$ cat src/rtl/role_ctrl_pkg.sv
// Shared register map, response codes and byte-strobe helper for the role control register file.
package role_ctrl_pkg;

  localparam logic [7:0] REG_ID          = 8'h00;
  localparam logic [7:0] REG_CTRL        = 8'h04;
  localparam logic [7:0] REG_MEM_BASE_LO = 8'h08;
  localparam logic [7:0] REG_MEM_BASE_HI = 8'h0C;
  localparam logic [7:0] REG_SCRATCH     = 8'h10;
  localparam logic [7:0] REG_CYCLE_LO    = 8'h14;
  localparam logic [7:0] REG_CYCLE_HI    = 8'h18;
  localparam logic [7:0] REG_STATUS      = 8'h1C;

  localparam logic [1:0] RESP_OKAY   = 2'b00;
  localparam logic [1:0] RESP_SLVERR = 2'b10;

  localparam int CTRL_CORE_RESET_BIT = 0;
  localparam int CTRL_IO_ENABLE_BIT  = 1;

  function automatic logic [31:0] apply_strb(input logic [31:0] old_val,
                                             input logic [31:0] new_val,
                                             input logic [3:0]  strb);
    logic [31:0] res;
    res = old_val;
    for (int i = 0; i < 4; i++) begin
      if (strb[i]) res[8*i +: 8] = new_val[8*i +: 8];
    end
    return res;
  endfunction

endpackage

$ cat src/rtl/role_ctrl_regs_if.sv
// AXI4-Lite control bus between the host-side master and the role register file.
interface role_ctrl_regs_if #(
  parameter int ADDR_W = 20
);
  logic [ADDR_W-1:0] awaddr;
  logic              awvalid;
  logic              awready;
  logic [31:0]       wdata;
  logic [3:0]        wstrb;
  logic              wvalid;
  logic              wready;
  logic [1:0]        bresp;
  logic              bvalid;
  logic              bready;
  logic [ADDR_W-1:0] araddr;
  logic              arvalid;
  logic              arready;
  logic [31:0]       rdata;
  logic [1:0]        rresp;
  logic              rvalid;
  logic              rready;

  modport master (
    output awaddr, awvalid, wdata, wstrb, wvalid, bready, araddr, arvalid, rready,
    input  awready, wready, bresp, bvalid, arready, rdata, rresp, rvalid
  );

  modport slave (
    input  awaddr, awvalid, wdata, wstrb, wvalid, bready, araddr, arvalid, rready,
    output awready, wready, bresp, bvalid, arready, rdata, rresp, rvalid
  );
endinterface

$ cat src/rtl/axil_slave_if.sv
// AXI4-Lite handshake engine: captures AW/W independently, one write and one read outstanding,
// and hands single-cycle write/read strobes to the register decode.
module axil_slave_if
  import role_ctrl_pkg::*;
#(
  parameter int ADDR_W = 20
) (
  input  logic              clk,
  input  logic              rst,
  role_ctrl_regs_if.slave   bus,
  output logic              wr_en,
  output logic [ADDR_W-1:0] wr_addr,
  output logic [31:0]       wr_data,
  output logic [3:0]        wr_strb,
  input  logic [1:0]        wr_resp,
  output logic              rd_en,
  output logic [ADDR_W-1:0] rd_addr,
  input  logic [31:0]       rd_data,
  input  logic [1:0]        rd_resp
);

  logic              awready_q, awready_d;
  logic              wready_q, wready_d;
  logic              aw_held_q, aw_held_d;
  logic              w_held_q, w_held_d;
  logic [ADDR_W-1:0] awaddr_q, awaddr_d;
  logic [31:0]       wdata_q, wdata_d;
  logic [3:0]        wstrb_q, wstrb_d;
  logic              bvalid_q, bvalid_d;
  logic [1:0]        bresp_q, bresp_d;
  logic              arready_q, arready_d;
  logic              rvalid_q, rvalid_d;
  logic [31:0]       rdata_q, rdata_d;
  logic [1:0]        rresp_q, rresp_d;
  logic              aw_hs, w_hs;

  always_comb begin
    awready_d = awready_q;
    wready_d  = wready_q;
    aw_held_d = aw_held_q;
    w_held_d  = w_held_q;
    awaddr_d  = awaddr_q;
    wdata_d   = wdata_q;
    wstrb_d   = wstrb_q;
    bvalid_d  = bvalid_q;
    bresp_d   = bresp_q;
    arready_d = arready_q;
    rvalid_d  = rvalid_q;
    rdata_d   = rdata_q;
    rresp_d   = rresp_q;

    aw_hs = bus.awvalid & awready_q;
    w_hs  = bus.wvalid & wready_q;

    if (aw_hs) begin
      aw_held_d = 1'b1;
      awaddr_d  = bus.awaddr;
      awready_d = 1'b0;
    end
    if (w_hs) begin
      w_held_d = 1'b1;
      wdata_d  = bus.wdata;
      wstrb_d  = bus.wstrb;
      wready_d = 1'b0;
    end

    // Commit on the edge of the later handshake so the register and bvalid change together.
    wr_addr = aw_held_q ? awaddr_q : bus.awaddr;
    wr_data = w_held_q ? wdata_q : bus.wdata;
    wr_strb = w_held_q ? wstrb_q : bus.wstrb;
    wr_en   = (aw_hs | aw_held_q) & (w_hs | w_held_q) & ~bvalid_q;

    if (wr_en) begin
      aw_held_d = 1'b0;
      w_held_d  = 1'b0;
      bvalid_d  = 1'b1;
      bresp_d   = wr_resp;
    end
    if (bvalid_q & bus.bready) begin
      bvalid_d  = 1'b0;
      awready_d = 1'b1;
      wready_d  = 1'b1;
    end

    rd_en   = bus.arvalid & arready_q;
    rd_addr = bus.araddr;
    if (rd_en) begin
      arready_d = 1'b0;
      rvalid_d  = 1'b1;
      rdata_d   = rd_data;
      rresp_d   = rd_resp;
    end
    if (rvalid_q & bus.rready) begin
      rvalid_d  = 1'b0;
      arready_d = 1'b1;
    end
  end

  always_ff @(posedge clk) begin
    if (rst) begin
      awready_q <= 1'b1;
      wready_q  <= 1'b1;
      aw_held_q <= 1'b0;
      w_held_q  <= 1'b0;
      bvalid_q  <= 1'b0;
      bresp_q   <= RESP_OKAY;
      arready_q <= 1'b1;
      rvalid_q  <= 1'b0;
      rdata_q   <= '0;
      rresp_q   <= RESP_OKAY;
    end else begin
      awready_q <= awready_d;
      wready_q  <= wready_d;
      aw_held_q <= aw_held_d;
      w_held_q  <= w_held_d;
      bvalid_q  <= bvalid_d;
      bresp_q   <= bresp_d;
      arready_q <= arready_d;
      rvalid_q  <= rvalid_d;
      rdata_q   <= rdata_d;
      rresp_q   <= rresp_d;
    end
  end

  // Captured address/data are only consumed while the matching held flag is set.
  always_ff @(posedge clk) begin
    awaddr_q <= awaddr_d;
    wdata_q  <= wdata_d;
    wstrb_q  <= wstrb_d;
  end

  assign bus.awready = awready_q;
  assign bus.wready  = wready_q;
  assign bus.bvalid  = bvalid_q;
  assign bus.bresp   = bresp_q;
  assign bus.arready = arready_q;
  assign bus.rvalid  = rvalid_q;
  assign bus.rdata   = rdata_q;
  assign bus.rresp   = rresp_q;

endmodule

$ cat src/rtl/role_ctrl_regs.sv
// Role control register file: core reset hold, I/O enable, memory window base,
// scratch, 64-bit cycle counter with snapshot, and status readback.
module role_ctrl_regs
  import role_ctrl_pkg::*;
#(
  parameter logic [31:0] ID_VALUE   = 32'h524F_4C45,
  parameter int          ADDR_W     = 20,
  parameter int          MEM_ADDR_W = 36
) (
  input  logic                  aclk,
  input  logic                  areset,
  role_ctrl_regs_if.slave       s_axi_ctrl,
  output logic                  core_reset,
  output logic                  io_enable,
  output logic [MEM_ADDR_W-1:0] mem_base,
  input  logic                  core_busy
);

  logic              wr_en, rd_en;
  logic [ADDR_W-1:0] wr_addr, rd_addr;
  logic [31:0]       wr_data, rd_data;
  logic [3:0]        wr_strb;
  logic [1:0]        wr_resp, rd_resp;

  axil_slave_if #(.ADDR_W(ADDR_W)) u_axil (
    .clk     (aclk),
    .rst     (areset),
    .bus     (s_axi_ctrl),
    .wr_en   (wr_en),
    .wr_addr (wr_addr),
    .wr_data (wr_data),
    .wr_strb (wr_strb),
    .wr_resp (wr_resp),
    .rd_en   (rd_en),
    .rd_addr (rd_addr),
    .rd_data (rd_data),
    .rd_resp (rd_resp)
  );

  logic                  core_reset_q, core_reset_d;
  logic                  io_enable_q, io_enable_d;
  logic [MEM_ADDR_W-1:0] mem_base_q, mem_base_d;
  logic [31:0]           scratch_q, scratch_d;
  logic [63:0]           cnt_q, cnt_d;
  logic [31:0]           snap_q, snap_d;

  logic [7:0]  wr_off, rd_off;
  logic        wr_hit, rd_hit;
  logic [31:0] hi_merge, ctrl_rd, status_rd;
  logic        unused_addr_bits;

  // Only [7:2] decode; upper bits alias the 32-byte map every 256 bytes.
  assign wr_off = {wr_addr[7:2], 2'b00};
  assign rd_off = {rd_addr[7:2], 2'b00};
  assign wr_hit = (wr_addr[7:5] == 3'b000);
  assign rd_hit = (rd_addr[7:5] == 3'b000);
  assign wr_resp = wr_hit ? RESP_OKAY : RESP_SLVERR;
  assign rd_resp = rd_hit ? RESP_OKAY : RESP_SLVERR;

  assign unused_addr_bits = ^{wr_addr[ADDR_W-1:8], wr_addr[1:0],
                              rd_addr[ADDR_W-1:8], rd_addr[1:0],
                              hi_merge[31:MEM_ADDR_W-32]};

  always_comb begin
    core_reset_d = core_reset_q;
    io_enable_d  = io_enable_q;
    mem_base_d   = mem_base_q;
    scratch_d    = scratch_q;
    cnt_d        = cnt_q + 64'd1;
    snap_d       = snap_q;
    hi_merge     = apply_strb(32'(mem_base_q[MEM_ADDR_W-1:32]), wr_data, wr_strb);

    if (wr_en && wr_hit) begin
      case (wr_off)
        REG_CTRL: begin
          if (wr_strb[0]) begin
            core_reset_d = wr_data[CTRL_CORE_RESET_BIT];
            io_enable_d  = wr_data[CTRL_IO_ENABLE_BIT];
          end
        end
        REG_MEM_BASE_LO: mem_base_d[31:0] = apply_strb(mem_base_q[31:0], wr_data, wr_strb);
        REG_MEM_BASE_HI: mem_base_d[MEM_ADDR_W-1:32] = hi_merge[MEM_ADDR_W-33:0];
        REG_SCRATCH:     scratch_d = apply_strb(scratch_q, wr_data, wr_strb);
        default: ;
      endcase
    end

    // Reading the low counter word freezes the high word for a coherent 64-bit read.
    if (rd_en && rd_hit && (rd_off == REG_CYCLE_LO)) snap_d = cnt_q[63:32];
  end

  always_comb begin
    ctrl_rd = '0;
    ctrl_rd[CTRL_CORE_RESET_BIT] = core_reset_q;
    ctrl_rd[CTRL_IO_ENABLE_BIT]  = io_enable_q;
    status_rd = 32'({io_enable_q, core_reset_q, core_busy});
    rd_data = '0;
    if (rd_hit) begin
      case (rd_off)
        REG_ID:          rd_data = ID_VALUE;
        REG_CTRL:        rd_data = ctrl_rd;
        REG_MEM_BASE_LO: rd_data = mem_base_q[31:0];
        REG_MEM_BASE_HI: rd_data = 32'(mem_base_q[MEM_ADDR_W-1:32]);
        REG_SCRATCH:     rd_data = scratch_q;
        REG_CYCLE_LO:    rd_data = cnt_q[31:0];
        REG_CYCLE_HI:    rd_data = snap_q;
        REG_STATUS:      rd_data = status_rd;
        default:         rd_data = '0;
      endcase
    end
  end

  always_ff @(posedge aclk) begin
    if (areset) begin
      core_reset_q <= 1'b1;
      io_enable_q  <= 1'b0;
      mem_base_q   <= '0;
      scratch_q    <= '0;
      cnt_q        <= '0;
      snap_q       <= '0;
    end else begin
      core_reset_q <= core_reset_d;
      io_enable_q  <= io_enable_d;
      mem_base_q   <= mem_base_d;
      scratch_q    <= scratch_d;
      cnt_q        <= cnt_d;
      snap_q       <= snap_d;
    end
  end

  assign core_reset = core_reset_q;
  assign io_enable  = io_enable_q;
  assign mem_base   = mem_base_q;

endmodule

$ cat src/flat_wrapper.sv
// flat-port wrapper written by rule: the top's interface ports become plain ports
module role_ctrl_regs_flat import role_ctrl_pkg::*;
#(
  parameter logic [31:0] ID_VALUE   = 32'h524F_4C45,
  parameter int          ADDR_W     = 20,
  parameter int          MEM_ADDR_W = 36
)
  (aclk, areset, core_reset, io_enable, mem_base, core_busy, s_axi_ctrl_awaddr, s_axi_ctrl_awvalid, s_axi_ctrl_wdata, s_axi_ctrl_wstrb, s_axi_ctrl_wvalid, s_axi_ctrl_bready, s_axi_ctrl_araddr, s_axi_ctrl_arvalid, s_axi_ctrl_rready, s_axi_ctrl_awready, s_axi_ctrl_wready, s_axi_ctrl_bresp, s_axi_ctrl_bvalid, s_axi_ctrl_arready, s_axi_ctrl_rdata, s_axi_ctrl_rresp, s_axi_ctrl_rvalid);
  role_ctrl_regs_if #(.ADDR_W(ADDR_W)) s_axi_ctrl_i ();
  input  logic aclk;
  input  logic areset;
  output logic core_reset;
  output logic io_enable;
  output logic [MEM_ADDR_W-1:0] mem_base;
  input  logic core_busy;
  input wire logic [$bits(s_axi_ctrl_i.awaddr)-1:0] s_axi_ctrl_awaddr;
  input wire logic [$bits(s_axi_ctrl_i.awvalid)-1:0] s_axi_ctrl_awvalid;
  input wire logic [$bits(s_axi_ctrl_i.wdata)-1:0] s_axi_ctrl_wdata;
  input wire logic [$bits(s_axi_ctrl_i.wstrb)-1:0] s_axi_ctrl_wstrb;
  input wire logic [$bits(s_axi_ctrl_i.wvalid)-1:0] s_axi_ctrl_wvalid;
  input wire logic [$bits(s_axi_ctrl_i.bready)-1:0] s_axi_ctrl_bready;
  input wire logic [$bits(s_axi_ctrl_i.araddr)-1:0] s_axi_ctrl_araddr;
  input wire logic [$bits(s_axi_ctrl_i.arvalid)-1:0] s_axi_ctrl_arvalid;
  input wire logic [$bits(s_axi_ctrl_i.rready)-1:0] s_axi_ctrl_rready;
  output wire logic [$bits(s_axi_ctrl_i.awready)-1:0] s_axi_ctrl_awready;
  output wire logic [$bits(s_axi_ctrl_i.wready)-1:0] s_axi_ctrl_wready;
  output wire logic [$bits(s_axi_ctrl_i.bresp)-1:0] s_axi_ctrl_bresp;
  output wire logic [$bits(s_axi_ctrl_i.bvalid)-1:0] s_axi_ctrl_bvalid;
  output wire logic [$bits(s_axi_ctrl_i.arready)-1:0] s_axi_ctrl_arready;
  output wire logic [$bits(s_axi_ctrl_i.rdata)-1:0] s_axi_ctrl_rdata;
  output wire logic [$bits(s_axi_ctrl_i.rresp)-1:0] s_axi_ctrl_rresp;
  output wire logic [$bits(s_axi_ctrl_i.rvalid)-1:0] s_axi_ctrl_rvalid;
  assign s_axi_ctrl_i.awaddr = s_axi_ctrl_awaddr;
  assign s_axi_ctrl_i.awvalid = s_axi_ctrl_awvalid;
  assign s_axi_ctrl_i.wdata = s_axi_ctrl_wdata;
  assign s_axi_ctrl_i.wstrb = s_axi_ctrl_wstrb;
  assign s_axi_ctrl_i.wvalid = s_axi_ctrl_wvalid;
  assign s_axi_ctrl_i.bready = s_axi_ctrl_bready;
  assign s_axi_ctrl_i.araddr = s_axi_ctrl_araddr;
  assign s_axi_ctrl_i.arvalid = s_axi_ctrl_arvalid;
  assign s_axi_ctrl_i.rready = s_axi_ctrl_rready;
  assign s_axi_ctrl_awready = s_axi_ctrl_i.awready;
  assign s_axi_ctrl_wready = s_axi_ctrl_i.wready;
  assign s_axi_ctrl_bresp = s_axi_ctrl_i.bresp;
  assign s_axi_ctrl_bvalid = s_axi_ctrl_i.bvalid;
  assign s_axi_ctrl_arready = s_axi_ctrl_i.arready;
  assign s_axi_ctrl_rdata = s_axi_ctrl_i.rdata;
  assign s_axi_ctrl_rresp = s_axi_ctrl_i.rresp;
  assign s_axi_ctrl_rvalid = s_axi_ctrl_i.rvalid;
  role_ctrl_regs #(.ID_VALUE(ID_VALUE), .ADDR_W(ADDR_W), .MEM_ADDR_W(MEM_ADDR_W)) u_core (.aclk(aclk), .areset(areset), .s_axi_ctrl(s_axi_ctrl_i), .core_reset(core_reset), .io_enable(io_enable), .mem_base(mem_base), .core_busy(core_busy));
endmodule
$ cat config.mk
export PLATFORM = sky130hd
export DESIGN_NAME = role_ctrl_regs_flat
export DESIGN_NICKNAME = d
export VERILOG_FILES = /design/src/rtl/role_ctrl_pkg.sv /design/src/rtl/role_ctrl_regs_if.sv /design/src/rtl/axil_slave_if.sv /design/src/rtl/role_ctrl_regs.sv /design/src/flat_wrapper.sv
export SDC_FILE = /design/constraint.sdc
export NUM_CORES = 1
export LEC_CHECK = 0
export ABC_AREA = 1
export CAP_MARGIN = 10
export CELL_PAD_IN_SITES_DETAIL_PLACEMENT = 0
export CELL_PAD_IN_SITES_GLOBAL_PLACEMENT = 1
export CORE_UTILIZATION = 43
export DETAILED_ROUTE_END_ITERATION = 6
export HOLD_SLACK_MARGIN = 0.02
export PLACE_DENSITY_LB_ADDON = 0.1
export SLEW_MARGIN = 20
export SYNTH_ARGS = -nofsm -noshare
export SYNTH_HDL_FRONTEND = slang
export SYNTH_SLANG_ARGS = --single-unit
export TNS_END_PERCENT = 50
$ cat constraint.sdc
create_clock -name aclk -period 3 [get_ports aclk]
set_input_delay 0.6 -clock aclk [delete_from_list [all_inputs] [get_ports aclk]]
set_output_delay 0.6 -clock aclk [all_outputs]
set_load 0.1 [all_outputs]
=== Word-level counts from Yosys, hierarchy flattened ===
Index checks and enable logic that the tools add are counted.

* Bitwise operators: 10
* Shift-type cells: 0
* Multiplexer cells: 7
* Equal/unequal tests: 11
* $mul: 0
* Add/sub/neg operators: 1
* $lt $le $gt $ge: 0
* Reduce and logical (&&, ||, !) cells: 19
* Div/mod/pow operators: 0

{| class="wikitable"
|+ Operator list
! kind !! number
|-
| $pmux 32 s8 || 1
|-
| $add 64x1->64 const B || 1
|-
| $mux 32 || 2
|-
| $eq 6x3->1 const B || 5
|-
| $reduce_and 3->1 || 10
|-
| $eq 6x2->1 const B || 4
|-
| $eq 6x1->1 const B || 2
|-
| $logic_not 8->1 || 1
|-
| $mux 8 || 1
|-
| $and 1x1->1 || 7
|-
| $logic_not 3->1 || 2
|-
| $reduce_or 2->1 || 3
|-
| $mux 2 || 2
|-
| $mux 4 || 1
|-
| $logic_and 1x1->1 || 3
|-
| $or 1x1->1 || 2
|-
| $not 1->1 || 1
|}

* Input bits: 84
* Bits in writable memories: 0
* Memories kept: 0
* Register bits after elaboration: 253
* Output and inout port bits: 79
* Memory bits (read-only): 0
* Bits in latches: 0

=== Longest topological paths before layout ===
Gate-level depths: netlist of the first run.

* Depth in word-level cells: 6
* Depth in mapped cells: 11

=== Modules after synthesis ===
From an unflattened synthesis of the first run, not the netlist that was laid out.

* Cells, all modules: 1741
* Area total of the unflattened synthesis: 12434.4 sq um

{| class="wikitable"
|+ Modules (own cells, without submodules)
! module !! cells an instance !! instances !! area an instance (sq um)
|-
| role_ctrl_regs || 1290 || 1 || 8353.0
|-
| axil_slave_if || 451 || 1 || 4081.4
|}

=== Worst setup path before layout of the first run ===
OpenSTA, ideal clock, no wires.

* Path type: reg-to-reg
* From: reg u_core.u_axil.wready_q (netlist: u_core.u_axil.bus.wready)
* To: reg u_core.mem_base_q[13] (netlist: u_core.mem_base[13])
* Data arrival time: 2.242 ns
* Clock period less this slack: 2.359 ns
* Data required time: 2.883 ns
* Library setup time: 0.117 ns
* Stages on the path, launching flop included: 11
* Buffers on the path: 1
* Path slack: 0.641 ns
* Cell sequence: dfxtp_1 -> nand2_1 -> nand2_1 -> nand3_4 -> nor2_8 -> nand2_2 -> nor2_4 -> buf_4 -> nand2_1 -> nand2_1 -> nor2_1

* Cells in the longest elaborated chain, start to end: 6

{| class="wikitable"
|+ Ends and longest elaborated chain
! what !! line !! RTL
|-
| start, declared || axil_slave_if.sv:23 || <nowiki>logic wready_q, wready_d;</nowiki>
|-
| start signal, assigned || axil_slave_if.sv:113 || <nowiki>wready_q <= wready_d;</nowiki>
|-
| $and 1x1->1 || axil_slave_if.sv:53 || <nowiki>w_hs = bus.wvalid & wready_q;</nowiki>
|-
| $or 1x1->1 || axil_slave_if.sv:71 || <nowiki>wr_en = (aw_hs | aw_held_q) & (w_hs | w_held_q) & ~bvalid_q;</nowiki>
|-
| $and 1x1->1 (2 in series) || axil_slave_if.sv:71 ||
|-
| $logic_and 1x1->1 || role_ctrl_regs.sv:73 || <nowiki>if (wr_en && wr_hit) begin</nowiki>
|-
| $reduce_and 3->1 (no source line) || n/a ||
|-
| end signal, assigned || role_ctrl_regs.sv:124 || <nowiki>mem_base_q <= mem_base_d;</nowiki>
|-
| end, declared || role_ctrl_regs.sv:42 || <nowiki>logic [MEM_ADDR_W-1:0] mem_base_q, mem_base_d;</nowiki>
|}

No other way between the ends.
A chain may end at the register's enable or synchronous reset.

=== Worst setup path in the final report of the first run ===
* From: reg u_core.cnt_q[0]
* To: reg u_core.cnt_q[34]

* Cells in the longest elaborated chain, start to end: 1

{| class="wikitable"
|+ Ends and longest elaborated chain
! what !! line !! RTL
|-
| start, declared || role_ctrl_regs.sv:44 || <nowiki>logic [63:0] cnt_q, cnt_d;</nowiki>
|-
| start signal, assigned || role_ctrl_regs.sv:126 || <nowiki>cnt_q <= cnt_d;</nowiki>
|-
| $add 64x1->64 || role_ctrl_regs.sv:69 || <nowiki>cnt_d = cnt_q + 64'd1;</nowiki>
|}

No other way between the ends.

==> impl_metrics.env, run 1 <==
export IMPL_fillers=2740
export IMPL_slew_viol_final=0
export IMPL_area_growth_pct=20.0
export IMPL_drive_above_1_share_pct=11.2
export IMPL_grt_antenna_before_repair=0
export IMPL_cts_setup_buffers=0
export IMPL_ys_seq_elements=249
export IMPL_final_common_cell="nand2_1"
export IMPL_ys_seq_area_share_pct=44.8
export IMPL_worstPathArrival_ps=2910
export IMPL_layout_common_cells="nand2_1, nor2_1, dfxtp_1, inv_1, a21oi_1"
export IMPL_dp_hpwl_um=28200
export IMPL_r2r_end="u_core.cnt_q[34]"
export IMPL_gr_total_overflow=0
export IMPL_hold_depth=2
export IMPL_postSynthAreaPerCell_sq_um=6.86
export IMPL_pin_count=163
export IMPL_met2_usage_pct=41.1
export IMPL_drc=0
export IMPL_yosysTopAreaCell="dfxtp_1"
export IMPL_fin_skew_ps=7.01
export IMPL_start_util_pct=44.3
export IMPL_cts_tree="yes"
export IMPL_numCtsBuffers=29
export IMPL_use_met3_pct=2.89
export IMPL_worst_pin_slew_ps=758
export IMPL_max_freq_mhz=412
export IMPL_final_net_count=1962
export IMPL_setup_viol=0
export IMPL_clkSinkCount=249
export IMPL_relSlewSlack_pct=49.4
export IMPL_cts_max_level=1
export IMPL_grt_pass1_vias=10600
export IMPL_maxCapViolCount=0
export IMPL_die_w_um=170
export IMPL_synthArstFlopShare_pct=0
export IMPL_wire_per_inst_um=16.5
export IMPL_dieArea_sq_mm=0.0288
export IMPL_period_needed_ps=2430
export IMPL_gp_congestion=0.940
export IMPL_critPathLaunchType="register"
export IMPL_irDropWorstVdd_uv=612
export IMPL_rsz0062_at_grt="false"
export IMPL_clockBufferDepth=3
export IMPL_p_per_area_mw_per_mm2=521
export IMPL_yosysWarnings=0
export IMPL_ant_nets=0
export IMPL_synth_top_area_share_pct=34.3
export IMPL_crit_reg2reg_launch="u_core.cnt_q[0]"
export IMPL_vias=11400
export IMPL_period_share_pct=80.9
export IMPL_grt_use_met1_pct=38.4
export IMPL_synth_area_sq_mm=0.0121
export IMPL_placedCellCount=2218
export IMPL_synth_edff_count=42
export IMPL_track_usage_pct=26.2
export IMPL_hp_class="register to register"
export IMPL_path_class="register to register"
export IMPL_hold_viol=0
export IMPL_fin_setup_tns_ps=0
export IMPL_die_h_um=170
export IMPL_firstDrtPassIters=5
export IMPL_hold_buffers=0
export IMPL_ff2ff_setup_slack_ps=570
export IMPL_status="completed"
export IMPL_power_leakage_nw=5.46
export IMPL_drt_iter0_markers=844
export IMPL_multiInputGateArea_sq_mm=0.00577
export IMPL_crit_fanout=8
export IMPL_synthTopCellsByArea="dfxtp_1, nand2_1, edfxtp_1, nor2_1, a21oi_1"
export IMPL_grt_pass1_wl_um=58800
export IMPL_cts_resized=0
export IMPL_grt_max_degree=90
export IMPL_routed_wl_um=37600
export IMPL_path_clk_slew_ps=60
export IMPL_diodes=0
export IMPL_root_buffer="clkbuf_16"
export IMPL_min_to="u_core.u_axil.bus.rdata[4]"
export IMPL_via_per_inst=5.02
export IMPL_std_cell_rows=60
export IMPL_crit_required_ps=3490
export IMPL_end_kind="register"
export IMPL_grt_busiest_layer="met2"
export IMPL_ff2ff_path_depth=9
export IMPL_stdcell_count=2271
export IMPL_syn_inst=1761
export IMPL_hp_start="u_core.u_axil.bus.rdata[4]"
export IMPL_seq_area_sq_mm=0.00541
export IMPL_design_core_area_sq_mm=0.0273
export IMPL_io_buffers=132
export IMPL_worst_skew_pair_late_latency_ps=550
export IMPL_yosysUniqueCellTypes=39
export IMPL_ys_flop_type="dfxtp_1"
-- routing by layer --
| layer | vias up | wire [um] |
|---|---|---|
| li1 | 5886 | - |
| met1 | 5192 | 18400 |
| met2 | 269 | 16600 |
| met3 | 49 | 1760 |
| met4 | 0 | 860 |
| met5 | - | 0 |
-- state kept, by name, indices dropped and copies added (netlist names), 4 cells and up --
signal and flops:
u_core.u_axil.wdata_q 32, u_core.cnt_q 64, u_core.u_axil.wstrb_q 4, u_core.snap_q 32, u_core.scratch_q 32, u_core.u_axil.awaddr_q 6, u_core.u_axil.bus.rdata 32, u_core.mem_base 36
-- layout make-up --
class / count / area share, %
Timing Repair Buffer: 158 / 9.27
Sequential cell: 249 / 37.3
Inverter: 158 / 4.09
Clock buffer: 40 / 5.71
Multi-Input combinational cell: 1281 / 39.8
Clock inverter: 13 / 0.621
Tap cell: 372 / 3.21
-- where the power goes --
part           internal [mW]  switching, mW  total [mW]
registers               3.47         0.0289        3.50
clock network           2.00           1.42        3.41
logic                  0.188          0.457       0.645
total                   5.65           1.90        7.56
-- synth_stat cells, types with 12 or more instances --
library cell / number
nand2_1: 497
nor2_1: 305
dfxtp_1: 207
inv_1: 154
a21oi_1: 120
o21ai_0: 105
nand3_1: 88
nand4_1: 72
clkbuf_1: 46
edfxtp_1: 42
or2_2: 39
buf_1: 12
-- cells by family after synthesis --
logic type,Yosys count,synth area share (%)
buffers and inverters,232,7.65
DFF,249,44.8
xor gates and xnor gates,12,0.870
AOI/OAI and AO/OA,235,9.87
adders and majority gates,1,0.104
other,1,0.0311
and+or+nand+nor,1031,36.7
-- metrics by stage --
stage	worst slack, ps	total power, mW	util [%]	hold WS (ps)	instance area, sq um
2_1_floorplan	641	4.00	-	441	12100
3_3_place_gp	412	4.21	49.8	456	13600
3_5_place_dp	379	4.22	49.8	457	13600
4_1_cts	572	7.62	53.2	466	14500
5_1_grt	360	7.82	53.2	487	14500
6_report	574	7.56	53.2	464	14500
-- worst max path at each step --
| stage | to | slack (ps) | cells after the start | startpoint |
|---|---|---|---|---|
| 2_1_floorplan | u_core.mem_base[13] | 640 | 10 | u_core.u_axil.bus.wready |
| 5_1_grt | u_core.cnt_q[51] | 360 | 9 | u_core.cnt_q[0] |
| 3_3_place_gp | u_core.u_axil.bus.rdata[7] | 410 | 10 | s_axi_ctrl_araddr[6] |
| 6_report | u_core.cnt_q[34] | 570 | 9 | u_core.cnt_q[0] |
| 3_5_place_dp | u_core.u_axil.bus.rdata[13] | 380 | 10 | s_axi_ctrl_araddr[6] |
| 4_1_cts | u_core.cnt_q[51] | 570 | 9 | u_core.cnt_q[0] |
-- worst max-delay path, cell delays in order, from the launching register on --
cell and delay [ps]:
dfxtp_1 530, ha_1 270, nand2_1 100, nor2_1 290, nand3b_1 220, nor2_1 380, nand3_1 280, nand2_1 130
nand2_1 60, nor2_1 90
Power figures use the tool's default switching activity.
==> run 2: changes to the inputs <==
- CORE_UTILIZATION: 43 -> 36
- clock period: 3 -> 2.2 ns (I/O delays scaled with it)
==> run 2 against run 1 <==
Die area rose by 19%. Count of clock-buffer cells in the layout grew 4. Sequential share of layout area down 2.0 points. Utilization is 6.5 points lower. Global-route usage is 2.5 points lower. Critical path depth decreased by 1. Setup slack got worse by 420 ps. Total power increased by 41%. Flip-flop and latch count is the same. Clock skew up 1.4 ps. Non-clock buffer count rose by 63. Register-to-register slack worse by 420 ps.
==> impl_metrics.env, run 2 (synthesized netlist as in run 1, its figures left out) <==
export IMPL_vias=11500
export IMPL_grt_pass1_wl_um=62000
export IMPL_numCtsBuffers=30
export IMPL_period_share_pct=92.8
export IMPL_grt_antenna_before_repair=0
export IMPL_dieArea_sq_mm=0.0343
export IMPL_largest_register_ffs=64
export IMPL_period_needed_ps=2040
export IMPL_design_core_area_sq_mm=0.0328
export IMPL_end_kind="register"
export IMPL_ant_nets=0
export IMPL_std_cell_rows=66
export IMPL_wire_per_inst_um=16.7
export IMPL_gp_congestion=0.937
export IMPL_pin_count=163
export IMPL_max_freq_mhz=490
export IMPL_rsz0062_at_grt="false"
export IMPL_root_buffer="clkbuf_16"
export IMPL_hold_viol=0
export IMPL_clockBufferDepth=3
export IMPL_p_seq_share_pct=44.6
export IMPL_track_usage_pct=23.7
export IMPL_slew_viol_final=0
export IMPL_irDropWorstVdd_uv=599
export IMPL_fin_skew_ps=8.39
export IMPL_cts_max_level=1
export IMPL_p_int_mw=8.01
export IMPL_firstDrtPassIters=5
export IMPL_layout_common_cells="nand2_1, nor2_1, dfxtp_1, inv_1, buf_4"
export IMPL_wl_met1_um=19600
export IMPL_setup_viol=0
export IMPL_hp_class="input port to register"
export IMPL_power_mw=10.7
export IMPL_path_clk_slew_ps=50
export IMPL_grt_max_degree=90
export IMPL_crit_required_ps=2660
export IMPL_area_growth_pct=26.9
export IMPL_final_net_count=2026
export IMPL_power_leakage_nw=5.87
export IMPL_cts_tree="yes"
export IMPL_top_layer="met4"
export IMPL_switching_share_pct=25.0
export IMPL_status="completed"
export IMPL_critPathLaunchType="register"
export IMPL_p_per_area_mw_per_mm2=697
export IMPL_largest_register="u_core.cnt_q"
export IMPL_relSlewSlack_pct=59.7
export IMPL_dp_slack_ps=-79.7
export IMPL_met3RoutedLength_um=1520
export IMPL_gr_total_overflow=0
export IMPL_die_w_um=185
export IMPL_fillers=3407
export IMPL_worst_skew_pair_late_latency_ps=570
export IMPL_routed_wl_um=40100
export IMPL_clkPwrFrac_pct=46.0
export IMPL_hold_buffers=0
export IMPL_drt_iter0_markers=791
export IMPL_wl_met2_um=17900
export IMPL_maxCapViolCount=0
export IMPL_setup_ws_ps=159
export IMPL_cts_setup_buffers=0
export IMPL_stdcell_area_sq_mm=0.0153
export IMPL_drc=0
export IMPL_grt_pass1_vias=11000
export IMPL_start_util_pct=36.8
export IMPL_worst_pin_slew_ps=604
export IMPL_final_common_cell="nand2_1"
export IMPL_clkSinkCount=249
export IMPL_path_class="register to register"
export IMPL_io_buffers=132
export IMPL_post_dp_cell_area_sq_mm=0.0143
export IMPL_via_per_inst=4.80
export IMPL_drive_above_1_share_pct=14.3
export IMPL_die_h_um=185
export IMPL_dp_hpwl_um=30700
export IMPL_worstPathArrival_ps=2500
export IMPL_p_comb_share_pct=9.3
export IMPL_crit_fanout=4
export IMPL_diodes=0
export IMPL_cts_resized=0
export IMPL_p_sw_mw=2.67
run 2: cell type report:
type | instances | area (sq um) | share of cell area (%)
clock inverter | 10 | 114 | 0.743
clock buffer | 44 | 863 | 5.63
timing repair buffer | 221 | 2020 | 13.2
sequential | 249 | 5410 | 35.3
inverter | 158 | 593 | 3.87
multi-input combinational | 1281 | 5770 | 37.7
tap | 442 | 553 | 3.61
run 2: per-layer routing:
| layer | global-route usage (%) | vias to the layer above |
|---|---|---|
| met4 | 6.25 | 0 |
| met5 | 0 | - |
| li1 | - | 6009 |
| met1 | 33.8 | 5255 |
| met3 | 2.81 | 57 |
| met2 | 37.7 | 221 |
run 2: path summary, 6_finish.rpt:
| path | slack (ps) | from | cells after the start | endpoint |
|---|---|---|---|---|
| setup / recovery | 160 | u_core.cnt_q[1] | 8 | u_core.cnt_q[34] |
| setup reg to reg | 160 | u_core.cnt_q[1] | 8 | u_core.cnt_q[34] |
| hold reg to reg | 460 | u_core.u_axil.bus.wready | 2 | u_core.u_axil.bus.wready |
| hold / removal | 390 | areset | 3 | u_core.u_axil.bus.rdata[8] |
run 2: through the flow:
| stage | util (%) | setup TNS (ps) | cells | hold WS [ps] |
|---|---|---|---|---|
| after floorplan | - | 0 | 1762 | 441 |
| after global placement | 43.8 | -598 | 2351 | 443 |
| after detailed placement | 43.8 | -1730 | 2351 | 449 |
| after CTS | 46.7 | 0 | 2405 | 385 |
| after global routing | 46.7 | 0 | 2405 | 398 |
| final | 46.7 | 0 | 2405 | 386 |
run 2: power by group through the flow:
stage | logic [mW] | registers [mW] | clock network [mW]
floorplan | 0.473 | 4.98 | 0
global placement | 0.995 | 4.86 | 0
detailed placement | 1.00 | 4.87 | 0
CTS | 1.01 | 4.77 | 5.03
global route | 1.09 | 4.78 | 5.22
finish | 0.997 | 4.77 | 4.91
run 2: worst max-delay path, stage by stage (launching register included):
cell and delay, ps:
dfxtp_1 400, ha_1 220, nand2_1 100, nor2_1 180, nand3b_1 200, nor2_1 350, nand3_1 270, nor2_1 150
nor2_1 60
